**src/rtl/nand_reduce_sweeper.sv**
```systemverilog
// nand_reduce_sweeper: exhaustive truth-table checker for NAND-only reductions.
// Walks every N_IN-bit input combination and streams one row per clock.
// Each row compares a network of 2-input NANDs against a behavioural reduction.
//
// state | meaning
// ------+---------------------------------------------------------------
// IDLE  | waiting for start; op is latched when start is accepted
// SWEEP | one row per cycle without hold; the counter walks 0..2^N_IN-1
// DONE  | sweep finished or was rejected; done/bad_op register next edge
module nand_reduce_sweeper #(
  parameter int N_IN = 2
) (
  input  logic            clk,
  input  logic            rst,
  input  logic            start,
  input  logic [2:0]      op,
  input  logic            hold,
  input  logic            inject_fault,
  output logic            busy,
  output logic            row_valid,
  output logic [N_IN-1:0] row_in,
  output logic            row_out,
  output logic            mismatch,
  output logic [N_IN:0]   err_count,
  output logic            done,
  output logic            bad_op
);

  typedef enum logic [1:0] {
    IDLE  = 2'd0,
    SWEEP = 2'd1,
    DONE  = 2'd2
  } state_t;

  // The counter has one spare bit, so the last-row compare never wraps.
  localparam logic [N_IN:0] LAST_ROW = {1'b0, {N_IN{1'b1}}};
  localparam logic [N_IN:0] ERR_MAX  = {1'b1, {N_IN{1'b0}}};

  state_t          state_q, state_d;
  logic [2:0]      op_q;
  logic [N_IN:0]   cnt_q;
  logic [N_IN-1:0] x;
  logic            accept;
  logic            emit;
  logic            net_res;
  logic            golden;
  logic            row_res;
  logic            and_acc, or_acc, xor_acc;

  function automatic logic nand2(input logic a, input logic b);
    return ~(a & b);
  endfunction

  function automatic logic inv(input logic a);
    return nand2(a, a);
  endfunction

  // Classic four-NAND XOR cell.
  function automatic logic xor_cell(input logic a, input logic b);
    logic t;
    t = nand2(a, b);
    return nand2(nand2(a, t), nand2(b, t));
  endfunction

  assign x = cnt_q[N_IN-1:0];

  // NAND-only reduction chains plus the behavioural golden reduction.
  always_comb begin
    and_acc = x[0];
    or_acc  = x[0];
    xor_acc = x[0];
    for (int i = 1; i < N_IN; i++) begin
      and_acc = inv(nand2(and_acc, x[i]));
      or_acc  = nand2(inv(or_acc), inv(x[i]));
      xor_acc = xor_cell(xor_acc, x[i]);
    end
    net_res = 1'b0;
    golden  = 1'b0;
    case (op_q)
      3'd0: begin net_res = inv(and_acc); golden = ~&x; end
      3'd1: begin net_res = and_acc;      golden = &x;  end
      3'd2: begin net_res = or_acc;       golden = |x;  end
      3'd3: begin net_res = inv(or_acc);  golden = ~|x; end
      3'd4: begin net_res = xor_acc;      golden = ^x;  end
      3'd5: begin net_res = inv(xor_acc); golden = ~^x; end
      default: begin net_res = 1'b0;      golden = 1'b0; end
    endcase
    row_res = net_res ^ inject_fault;
  end

  // Next-state decode; a start is refused during the cycle done is visible.
  always_comb begin
    state_d = state_q;
    accept  = 1'b0;
    emit    = 1'b0;
    case (state_q)
      IDLE: begin
        if (start && !done) begin
          accept  = 1'b1;
          state_d = (op <= 3'd5) ? SWEEP : DONE;
        end
      end
      SWEEP: begin
        if (!hold) begin
          emit = 1'b1;
          if (cnt_q == LAST_ROW) state_d = DONE;
        end
      end
      DONE:    state_d = IDLE;
      default: state_d = IDLE;
    endcase
  end

  // State, counter, row and status registers; busy covers the done cycle too.
  always_ff @(posedge clk) begin
    if (rst) begin
      state_q   <= IDLE;
      op_q      <= 3'd0;
      cnt_q     <= '0;
      busy      <= 1'b0;
      row_valid <= 1'b0;
      row_in    <= '0;
      row_out   <= 1'b0;
      mismatch  <= 1'b0;
      err_count <= '0;
      done      <= 1'b0;
      bad_op    <= 1'b0;
    end else begin
      state_q   <= state_d;
      busy      <= (state_d != IDLE) || (state_q == DONE);
      done      <= (state_q == DONE);
      bad_op    <= (state_q == DONE) && (op_q > 3'd5);
      row_valid <= emit;
      if (accept) begin
        op_q      <= op;
        cnt_q     <= '0;
        err_count <= '0;
      end
      if (emit) begin
        row_in   <= x;
        row_out  <= row_res;
        mismatch <= (row_res != golden);
        cnt_q    <= cnt_q + 1'b1;
        if ((row_res != golden) && (err_count != ERR_MAX))
          err_count <= err_count + 1'b1;
      end
    end
  end

endmodule

```
**config.mk**
```make
export PLATFORM = sky130hd
export DESIGN_NAME = nand_reduce_sweeper
export DESIGN_NICKNAME = d
export VERILOG_FILES = /design/src/rtl/nand_reduce_sweeper.sv
export SDC_FILE = /design/constraint.sdc
export NUM_CORES = 1
export LEC_CHECK = 0
export ABC_CLOCK_PERIOD_IN_PS = 1800
export BUFFER_PORTS_ARGS = -buffer_cell sky130_fd_sc_hd__buf_2
export CAP_MARGIN = 20
export CORE_UTILIZATION = 46
export CTS_CLUSTER_SIZE = 24
export DETAILED_ROUTE_END_ITERATION = 6
export GPL_ROUTABILITY_DRIVEN = 0
export PLACE_DENSITY = 0.72
export SLEW_MARGIN = 40
export SYNTH_ARGS = -nofsm -noshare
export SYNTH_HDL_FRONTEND = slang
export SYNTH_SLANG_ARGS = --single-unit
```
**constraint.sdc**
```tcl
create_clock -name clk -period 1.8 [get_ports clk]
set_clock_uncertainty 0.2 [all_clocks]
set_input_delay 0 -clock clk [delete_from_list [all_inputs] [get_ports clk]]
set_output_delay 0 -clock clk [all_outputs]
set_load 0.01 [all_outputs]
```
==> results.json <==
{
  "numCtsBuffers": 3,
  "clock_latency_ns": 0.30,
  "combPwrFrac_pct": 16.0,
  "cp_max_fo": 4,
  "cp.required_ns": 1.79,
  "path_clk_slew_ns": 0.10,
  "dieArea_um2": 2090,
  "cts_tree": "done",
  "synth-xor-area-share_pct": 1.99,
  "status": "complete, no violations",
  "finalHoldViolations": 0,
  "arrival_ns": 1.75,
  "syn_to_final_growth_pct": 30.6,
  "synth_top_area_share_pct": 43.2,
  "synth_top_family_by_area": "simple AND/OR/NAND/NOR gates",
  "layout.nets": 142,
  "synth_cells": 96,
  "syn_area_per_cell_um2": 9.16,
  "synthTopCellsByCount": "19 x dfxtp_1, 14 x nor2_1, 9 x nand2_1",
  "synth_nets": 109,
  "viasPerCell": 4.92,
  "yosysTopAreaCell": "dfxtp_1",
  "fp.dieH_um": 45.7,
  "vias": 753,
  "yosysWarnings": 0,
  "postPlaceCellArea_um2": 1020,
  "seqPwrFrac_pct": 57.4,
  "die_w_um": 45.7,
  "synthAdderAreaFrac_pct": 7.11,
  "critical_path_class": "register to register",
  "n_antenna_cell": 0,
  "power.internal_uw": 584,
  "drtIter0Drc": 14,
  "gr-usage-all-layers_pct": 17.9,
  "post_synth_num_cell_types": 27,
  "synth_ff_type": "dfxtp_1",
  "initial_core_util_pct": 49.9,
  "synth-edff-count": 0,
  "sw_frac_of_total_pct": 25.4,
  "synth_compound_gate_area_share_pct": 10.4,
  "rows": 15,
  "totalWireLength_mm": 1.68,
  "min_path_type": "register to register",
  "p_per_area_nw_per_um2": 681,
  "grt_max_degree": 20,
  "ant_nets": 0,
  "drc": 0,
  "hpwlAfterDp_mm": 1.20,
  "drive_above_1_share_pct": 28.9,
  "io_buffers": 18,
  "crit_path_end_kind": "register",
  "core_um2": 1760,
  "firstDrtPassIters": 4,
  "routedWlPerCell_um": 11.0,
  "cts-root-buf": "clkbuf_4",
  "grt.overflow.total": 0,
  "irDropWorstVdd_mv": 0.445,
  "synthMuxAreaShare_pct": 6.83,
  "fmax_mhz": 569,
  "synthTopCellsByArea": "dfxtp_1 43%, ha_1 7.1%, mux2i_1 6.8%",
  "start_kind": "register",
  "cts.path.max_buffers": 2,
  "min_period_ns": 1.76,
  "cts_max_level": 1,
  "clock-sinks": 19,
  "netlist_area_um2": 880,
  "worst_pin_slew_ns": 0.414,
  "post-synth-top-count-cell": "dfxtp_1",
  "pwr-share-clk_pct": 26.7,
  "setup-violations-final": 0,
  "fin_area_um2": 1150,
  "finalCritPeriodShare_pct": 97.6,
  "p_switching_uw": 199,
  "p_leak_uw": 0.000513,
  "fin_util_pct": 65.1,
  "drv_slew": 0,
  "max_cap_violations": 0,
  "ys_async_sr_fraction_pct": 0,
  "synth_simple_gate_area_share_pct": 22.8,
  "grt_pass1_vias": 661,
  "synth_seq_cells": 19,
  "synth_sequential_area_ratio_pct": 43.2,
  "boundaryPins": 19,
  "slew_headroom_pct": 72.3,
  "antenna_found_initial": 0,
  "grt_pass1_wl_mm": 2.67
}
-- path summary, 6_finish.rpt --
check / from / to / slack, ns / cells after the start
max: cnt_q[1] / row_out / 0.04 / 6
min: row_in[1] / row_in[1] / 0.26 / 2
max reg2reg: cnt_q[1] / row_out / 0.04 / 6
min reg2reg: row_in[1] / row_in[1] / 0.26 / 2
-- metrics by stage --
| step | instances | setup WS, ns | TNS [ns] | hold WS (ns) | power, uW |
|---|---|---|---|---|---|
| 2_1_floorplan | 96 | 0.0167 | 0 | -0.0640 | 529 |
| 3_3_place_gp | 141 | 0.0650 | 0 | 0.0399 | 565 |
| 3_5_place_dp | 141 | -0.00831 | -0.00831 | 0.0560 | 566 |
| 4_1_cts | 152 | 0.0118 | 0 | 0.259 | 786 |
| 5_1_grt | 153 | -0.0351 | -0.0351 | 0.285 | 833 |
| 6_report | 153 | 0.0431 | 0 | 0.256 | 782 |
-- final cells by class --
cell class / count / area (um^2)
Fill cell: 152 / 616
Multi-Input combinational cell: 64 / 457
Sequential cell: 19 / 383
Timing Repair Buffer: 33 / 220
Tap cell: 25 / 31.3
Inverter: 8 / 30.0
Clock buffer: 3 / 22.5
Clock inverter: 1 / 5.00
-- flip-flops by register name, summed over array words and instances (netlist names) --
name       count
bad_op         1
busy           1
cnt_q          3
done           1
err_count      3
mismatch       1
op_q           3
row_in         2
row_out        1
row_valid      1
state_q        2
-- power by group through the flow --
stage	Combinational (uW)	Sequential (uW)	Clock (uW)
2_1_floorplan	71.9	457	0
3_3_place_gp	107	458	0
3_5_place_dp	108	459	0
4_1_cts	121	449	216
5_1_grt	138	452	243
6_report	125	449	208
-- placed cells by master, fill, tap and decap left out --
master          n
buf_2          18
dfxtp_1        17
nor2_1         14
nand2_1         9
inv_1           8
buf_4           8
dlygate4sd3_1   7
mux2i_1         6
a21oi_1         5
nor3_1          5
ha_1            4
clkbuf_4        3
a22oi_1         2
nand3_1         2
dfxtp_2         2
nor4b_4         1
nor3b_2         1
or3b_1          1
a211oi_1        1
xor2_1          1
nor3_2          1
xnor2_1         1
a32o_1          1
a2111oi_1       1
a311o_1         1
a2111oi_2       1
nor3b_1         1
and3_1          1
and3b_1         1
a31oi_1         1
nand2b_1        1
ha_4            1
clkinv_2        1
-- cell families after synthesis --
kind of cell    Yosys count
compound gates           13
xor+xnor                  2
fa+ha+maj                 5
buf+inv                  13
flops                    19
mux                       6
simple gates             38
-- timing repair --
item / in CTS / in global routing
gates cloned: 0 / 0
hold buffers: 7 / 0
gates resized for setup: 2 / 5
setup endpoints to repair: 1 / 2
endpoints found under the hold margin: 17 / 0
buffers inserted: 0 / 1
pin swaps: 0 / 1
-- critical path, stage by stage (launching register included) --
cell and delay, ns:
dfxtp_2 0.37, inv_1 0.08, ha_4 0.27, xnor2_1 0.11, nor3_1 0.10, a32o_1 0.22
a311o_1 0.31
-- metal layers --
metal	part of all wire, %	track usage, %	vias up
li1	-	-	390
met1	46	20.5	344
met2	49	30.9	14
met3	2.3	2.38	5
met4	2.1	11.8	0
met5	0	0	-
(Power assumes the default switching activity.)
